## src/rtl/pipelined_adder.sv

```systemverilog
// Pipelined carry-propagate adder/subtractor.
// The operands are cut into STAGES chunks of CW bits. Stage k adds chunk k and
// registers the carry, the partial sum and the operand chunks still to be added.
// Each stage has a valid bit and a skid-free ready chain, so the pipeline
// sustains one result per cycle and collapses bubbles under backpressure.
module pipelined_adder #(
    parameter int WIDTH  = 32,
    parameter int STAGES = 4
) (
    input  logic             clk,
    input  logic             reset_n,
    input  logic             in_valid,
    output logic             in_ready,
    input  logic [WIDTH-1:0] a,
    input  logic [WIDTH-1:0] b,
    input  logic             cin,
    input  logic             sub,
    output logic             out_valid,
    input  logic             out_ready,
    output logic [WIDTH-1:0] s,
    output logic             cout,
    output logic             overflow
);
    localparam int CW = WIDTH / STAGES;

    if (STAGES < 1 || STAGES > WIDTH || (WIDTH % STAGES) != 0) begin : g_bad_params
        $error("pipelined_adder: STAGES must be in 1..WIDTH and divide WIDTH");
    end

    genvar gi;
    for (gi = 0; gi < STAGES; gi++) begin : g_stage
        // Sum bits already produced once this stage has run, and operand bits
        // still arriving at this stage (chunk gi and everything above it).
        localparam int LO_W = (gi + 1) * CW;
        localparam int IN_W = WIDTH - gi * CW;

        logic            ready;
        logic            valid_reg;
        logic            carry_reg;
        logic [LO_W-1:0] sum_reg;

        logic            src_valid;
        logic            src_carry;
        logic [IN_W-1:0] src_a;
        logic [IN_W-1:0] src_b;
        logic [CW:0]     chunk_sum;
        logic [LO_W-1:0] sum_next;

        if (gi == 0) begin : g_src
            // First stage works straight from the ports; subtraction is a + ~b + 1.
            assign src_valid = in_valid;
            assign src_a     = a;
            assign src_b     = sub ? ~b : b;
            assign src_carry = sub | cin;
            assign sum_next  = chunk_sum[CW-1:0];
        end else begin : g_src
            assign src_valid = g_stage[gi-1].valid_reg;
            assign src_a     = g_stage[gi-1].g_ops.a_reg;
            assign src_b     = g_stage[gi-1].g_ops.b_reg;
            assign src_carry = g_stage[gi-1].carry_reg;
            assign sum_next  = {chunk_sum[CW-1:0], g_stage[gi-1].sum_reg};
        end

        // The low chunk of the remaining operands is always the one this stage adds.
        assign chunk_sum = {1'b0, src_a[CW-1:0]} + {1'b0, src_b[CW-1:0]}
                         + {{CW{1'b0}}, src_carry};

        // Stage register: advances only when this stage is ready, otherwise holds.
        always_ff @(posedge clk or negedge reset_n) begin
            if (!reset_n) begin
                valid_reg <= 1'b0;
                carry_reg <= 1'b0;
                sum_reg   <= '0;
            end else if (ready) begin
                valid_reg <= src_valid;
                if (src_valid) begin
                    carry_reg <= chunk_sum[CW];
                    sum_reg   <= sum_next;
                end
            end
        end

        if (gi < STAGES - 1) begin : g_ops
            logic [IN_W-CW-1:0] a_reg;
            logic [IN_W-CW-1:0] b_reg;

            // An empty stage accepts even if everything downstream is stalled.
            assign ready = !valid_reg || g_stage[gi+1].ready;

            // Carry the not-yet-added operand chunks along with the partial sum.
            always_ff @(posedge clk or negedge reset_n) begin
                if (!reset_n) begin
                    a_reg <= '0;
                    b_reg <= '0;
                end else if (ready && src_valid) begin
                    a_reg <= src_a[IN_W-1:CW];
                    b_reg <= src_b[IN_W-1:CW];
                end
            end
        end else begin : g_tail
            logic ovf_reg;

            assign ready = out_ready || !valid_reg;

            // Overflow = carry into MSB xor carry out; the carry into the MSB is
            // recovered from the MSB operand bits and the MSB sum bit.
            always_ff @(posedge clk or negedge reset_n) begin
                if (!reset_n) begin
                    ovf_reg <= 1'b0;
                end else if (ready && src_valid) begin
                    ovf_reg <= src_a[CW-1] ^ src_b[CW-1] ^ chunk_sum[CW-1] ^ chunk_sum[CW];
                end
            end
        end
    end

    assign in_ready  = g_stage[0].ready;
    assign out_valid = g_stage[STAGES-1].valid_reg;
    assign s         = g_stage[STAGES-1].sum_reg;
    assign cout      = g_stage[STAGES-1].carry_reg;
    assign overflow  = g_stage[STAGES-1].g_tail.ovf_reg;

endmodule

```

## config.mk

```make
export PLATFORM = sky130hd
export DESIGN_NAME = pipelined_adder
export DESIGN_NICKNAME = d
export VERILOG_FILES = /design/src/rtl/pipelined_adder.sv
export SDC_FILE = /design/constraint.sdc
export NUM_CORES = 1
export LEC_CHECK = 0
export BUFFER_PORTS_ARGS = -buffer_cell sky130_fd_sc_hd__buf_2
export CORE_AREA = 2 2 183 185
export DETAILED_ROUTE_END_ITERATION = 12
export DIE_AREA = 0 0 185 187
export MAX_ROUTING_LAYER = met4
export PLACE_DENSITY = 0.4
export SKIP_CTS_REPAIR_TIMING = 1
export SLEW_MARGIN = 10
export SYNTH_ARGS = -nofsm -noshare
export SYNTH_HDL_FRONTEND = slang
export SYNTH_SLANG_ARGS = --single-unit
export TNS_END_PERCENT = 30
```

## constraint.sdc

```tcl
create_clock -name clk -period 2.8 [get_ports clk]
set_clock_uncertainty 0.2 [all_clocks]
set_input_delay 0.28 -clock clk [delete_from_list [all_inputs] [get_ports clk]]
set_output_delay 0.28 -clock clk [all_outputs]
set_load 0.1 [all_outputs]
```

Yosys cells after proc, flatten, opt, wreduce, memory -nomap -nowiden. Cells that the tools add are included.

Flip-flop bits (word level): 185. Latch bits: 0. RAM bits: 0. Memory bits (read-only): 0. Bits of input ports: 70. Output and inout port bits: 36. Logic and storage cells: 49. Memories: 0.

Add/sub/neg operators: 8. $mul: 0. Div/mod/pow operators: 0. $lt $le $gt $ge: 0. Equality and inequality tests: 0. Shift operators: 0. Mux-type cells: 1. Bitwise logic cells: 5. Reductions and logical operators: 16.

Operators by type and width (count): $add 8x8->9 (4); $add 9x1->9 (4); $mux 32 (1); $not 32->32 (1); $reduce_and 2->1 (4); $logic_and 1x1->1 (4); $logic_not 1->1 (4); $logic_or 1x1->1 (4); $xor 1x1->1 (3); $or 1x1->1 (1).

Longest topological paths before layout.
Depth in word-level cells: 6. Depth in mapped cells: 11. Gate-level depth less buffers: 9.

Least setup slack after synthesis. Ideal clock, no wire load.

Path type: register to register. From: register g_stage[3].valid_reg (netlist: out_valid). To: register g_stage[0].sum_reg[7]. Setup time: 125 ps. Arrival time: 2609 ps. Required time: 2475 ps. Setup slack: -134 ps. Stages on the path, launching flop included: 6. Path buffers: 1. Period minus slack after synthesis: 2934 ps. Path through: dfrtp_1 -> nand4b_1 -> or2_1 -> and2_1 -> buf_6 -> mux2_4.

Word-level cells in the longest chain between the ends: 6.

RTL lines: start: declaration (line 38) `logic valid_reg;`; start signal: assignment (line 75) `valid_reg <= src_valid;`; $logic_not 1->1 (line 103) `assign ready = out_ready || !valid_reg;`; $logic_or 1x1->1 (line 103); $logic_or 1x1->1 (3 in series) (line 88) `assign ready = !valid_reg || g_stage[gi+1].ready;`; net in_ready (line 13) `output logic in_ready,`; $reduce_and 2->1 (no source line); end signal: assignment (line 78) `sum_reg <= sum_next;`; end: declaration (line 40) `logic [LO_W-1:0] sum_reg;`.

The timed path passes the listed nets, and every way through them passes these cells. A chain may end at the register's enable or synchronous reset.

Worst setup path after layout.
From: register g_stage[0].carry_reg. To: register g_stage[1].carry_reg.

Word-level cells in the longest chain between the ends: 1.

RTL lines: start: declaration (line 39) `logic carry_reg;`; start signal: assignment (line 77) `carry_reg <= chunk_sum[CW];`; $add 9x1->9 (line 66) `+ {{CW{1'b0}}, src_carry};`; end signal: assignment (line 77); end: declaration (line 39).

No other way between the ends.

==> impl_metrics.tcl <==
set metrics [dict create \
    tns_ns 0 \
    post-route-drc-count 0 \
    min_path_type "in -> reg" \
    clkTransAtPathRegs_ns 0.07 \
    grt_first_pass_wirelength_mm 30.02 \
    min_to "g_stage[0].g_ops.b_reg[22]" \
    vias 5408 \
    finalCriticalPeriod_ns 2.639 \
    crit_chain "fa_1, fa_1, a21o_1, a21oi_1, o21ai_0, o211a_1, o31a_1" \
    start_kind "flop" \
    hold_path_depth 3 \
    hpwl_mm 13.10 \
    leakage_nw 4.855 \
    crit_fanout 3 \
    rows 67 \
    initial_core_util_pct 25.39 \
    cts.sinks 185 \
    cts_max_level 4 \
    final_nets 968 \
    maxCapViolCount 0 \
    status "completed" \
    root_buffer "clkbuf_16" \
    die_w_um 185 \
    r2r.worst_path.cells 7 \
    clk-insertion-delay-late_ns 0.43 \
    finalWorstSetupSlack_ns 0.1611 \
    drive_gt1_share_pct 30.43 \
    grt_antenna_before_repair 0 \
    yosysSeqAreaShare_pct 55.49 \
    die_area_um2 34600 \
    cts-buffers-inserted 17 \
    rsz0062_at_grt "false" \
    crit_buf_inv 0 \
    first_iter_violations 250 \
    grt_overflow 0 \
    hold_viol 0 \
    ys_seq_elements 185 \
    ys_warn_count 0 \
    critPathSlowestCell "fa_1" \
    async_flop_share_pct 100.0 \
    setup_viol 0 \
    place.gp.congestion 0.7244 \
    ys_types 42 \
    die_h_um 187 \
    fmax_mhz 378.9 \
    peakVddDrop_mv 0.5948 \
    portBuffers 105 \
    syn_avg_cell_area_um2 11.87 \
    clockBufferDepth 2 \
    max_slew_margin_pct 47.39 \
    drt-total-wl_mm 18.82 \
    r2r_setup_slack_ns 0.16 \
    syn_nets 809 \
    pre_cts_slack_ns -0.003553 \
    worstPathRequired_ns 2.91 \
    period_share_pct 94.25 \
    grt_max_degree 63 \
    n_antenna_cell 0 \
    crit_family "compound AO/OA/AOI/OAI gates" \
    synth_flop_cell "dfrtp_1" \
    cp-end-kind "flop" \
    cpPeakStageDelay_ns 0.47 \
    nFillCells 3440 \
    path_class "reg -> reg" \
    firstDrtPassIters 4 \
    ant_nets 0 \
    p_per_area_nw_per_um2 1059 \
    grt_pass1_vias 5472 \
    ios 106 \
    worstMarginPinSlew_ns 0.7864 \
    synth_edf_count 0 \
    mappedNetlistArea_um2 8343 \
    drv_slew 0 \
    holdWs_ns 0.01994 \
    reg2reg_from "g_stage[0].carry_reg" \
    syn_to_final_growth_pct 26.68 \
    cpMostUsedCell "fa_1" \
    wire_per_inst_um 14.23 \
    core-area_um2 32860 \
    cts_tree "yes" \
    track_usage_pct 11.68 \
    r2r_end "g_stage[1].carry_reg" \
    viasPerCell 4.091 \
    total_power_mw 11.19 \
    cp.arrival_ns 2.75 \
    syn_inst 703 \
    min_from "b[30]" \
]
[final cells by class]
type / instances / area (µm²) / share of cell area [%]
Multi-Input combinational cell: 473 / 3527 / 33.37
Tap cell: 448 / 560.5 / 5.304
Clock inverter: 13 / 143.9 / 1.361
Sequential cell: 185 / 4631 / 43.81
Timing Repair Buffer: 171 / 1215 / 11.50
Clock buffer: 18 / 439.2 / 4.155
Inverter: 14 / 52.55 / 0.4972
[power breakdown]
group	internal [mW]	switching, mW	leakage, nW
clock	1.34	1.09	0.276
sequential	3.59	0.509	2.24
combinational	1.54	3.12	2.34
total	6.47	4.72	4.85
[layer usage]
layer	global-route usage [%]	wire length (µm)	vias up
met5	-	0	-
met4	3.480	208	0
met3	2.765	604	12
met2	17.95	8924	72
met1	15.30	9078	2600
li1	-	-	2724
[per-stage QoR]
stage	area (µm²)	instances	util, %
floorplan	8344	703	-
global placement	9495	1242	28.90
detailed placement	9495	1242	28.90
CTS	10080	1273	30.67
global route	10570	1322	32.16
finish	10570	1322	32.16
[worst min-delay path, delay by kind of cell]
kind / cells / cell delay, ns
xor+xnor: 1 / 0.10
buf+inv: 1 / 0.08
compound gates: 1 / 0.15
[synthesized netlist by cell type, types with 2 or more instances]
cell	instances	area share, %
o31a_1	2	0.21
o31ai_1	7	0.63
nand3_1	2	0.12
dfrtp_1	185	55
nand2b_1	4	0.30
or3_1	2	0.15
a211oi_1	7	0.63
o21a_1	5	0.45
o21ai_0	51	3.1
a21o_1	6	0.54
nand2_1	135	6.1
o21bai_1	3	0.27
nor2b_1	4	0.30
ha_1	28	4.2
and2_1	2	0.15
xor2_1	17	1.8
xnor2_1	31	3.3
nor2_1	6	0.27
inv_1	14	0.63
or2_2	3	0.22
and3_1	3	0.22
o211ai_1	3	0.27
mux2_2	102	14
nand4_1	4	0.30
buf_2	23	1.4
a21oi_1	18	1.1
nor3_1	6	0.36
o211a_1	2	0.24
clkbuf_1	7	0.31
o21ai_1	2	0.12
fa_1	8	1.9
[placed cells by master, fill, tap and decap left out, types with 3 or more instances in the layout]
| cell type | count |
|---|---|
| buf_4 | 12 |
| nand2_1 | 132 |
| buf_2 | 104 |
| dfrtp_1 | 184 |
| ha_1 | 28 |
| nand4_1 | 4 |
| or2_2 | 3 |
| nor3_1 | 6 |
| clkinvlp_4 | 4 |
| o31ai_1 | 7 |
| buf_12 | 5 |
| and3_1 | 3 |
| nand2_2 | 3 |
| o21bai_1 | 3 |
| o21ai_0 | 51 |
| a211oi_1 | 7 |
| o211ai_1 | 3 |
| nor2_1 | 6 |
| nand2b_1 | 4 |
| inv_1 | 14 |
| inv_6 | 4 |
| nor2b_1 | 4 |
| fa_1 | 8 |
| mux2_2 | 102 |
| xnor2_1 | 31 |
| dlygate4sd3_1 | 49 |
| o21a_1 | 5 |
| clkbuf_16 | 17 |
| a21o_1 | 6 |
| xor2_1 | 17 |
| a21oi_1 | 18 |
[worst max-delay path by stage]
stage	startpoint	to	slack, ns	depth (start not counted)
3_5_place_dp	sub	g_stage[0].sum_reg[6]	-0.004	10
4_1_cts	g_stage[0].carry_reg	g_stage[1].carry_reg	0.13	7
6_report	g_stage[0].carry_reg	g_stage[1].carry_reg	0.16	7
2_1_floorplan	sub	g_stage[0].sum_reg[6]	-0.06	11
3_3_place_gp	sub	g_stage[0].sum_reg[6]	0.02	10
5_1_grt	g_stage[0].carry_reg	g_stage[1].carry_reg	0.02	7
[cell families (layout without fill, tap and decap cells)]
| family | after synthesis | count (layout) | share of synthesized area, % |
|---|---|---|---|
| compound gates | 112 | 112 | 8.203 |
| xor+xnor | 48 | 48 | 5.039 |
| fa+ha+maj | 36 | 36 | 6.119 |
| buf+inv | 45 | 216 | 2.460 |
| flops | 185 | 185 | 55.49 |
| mux | 103 | 103 | 13.95 |
| simple gates | 174 | 174 | 8.743 |
No activity file was read; power rests on OpenSTA's default activity.
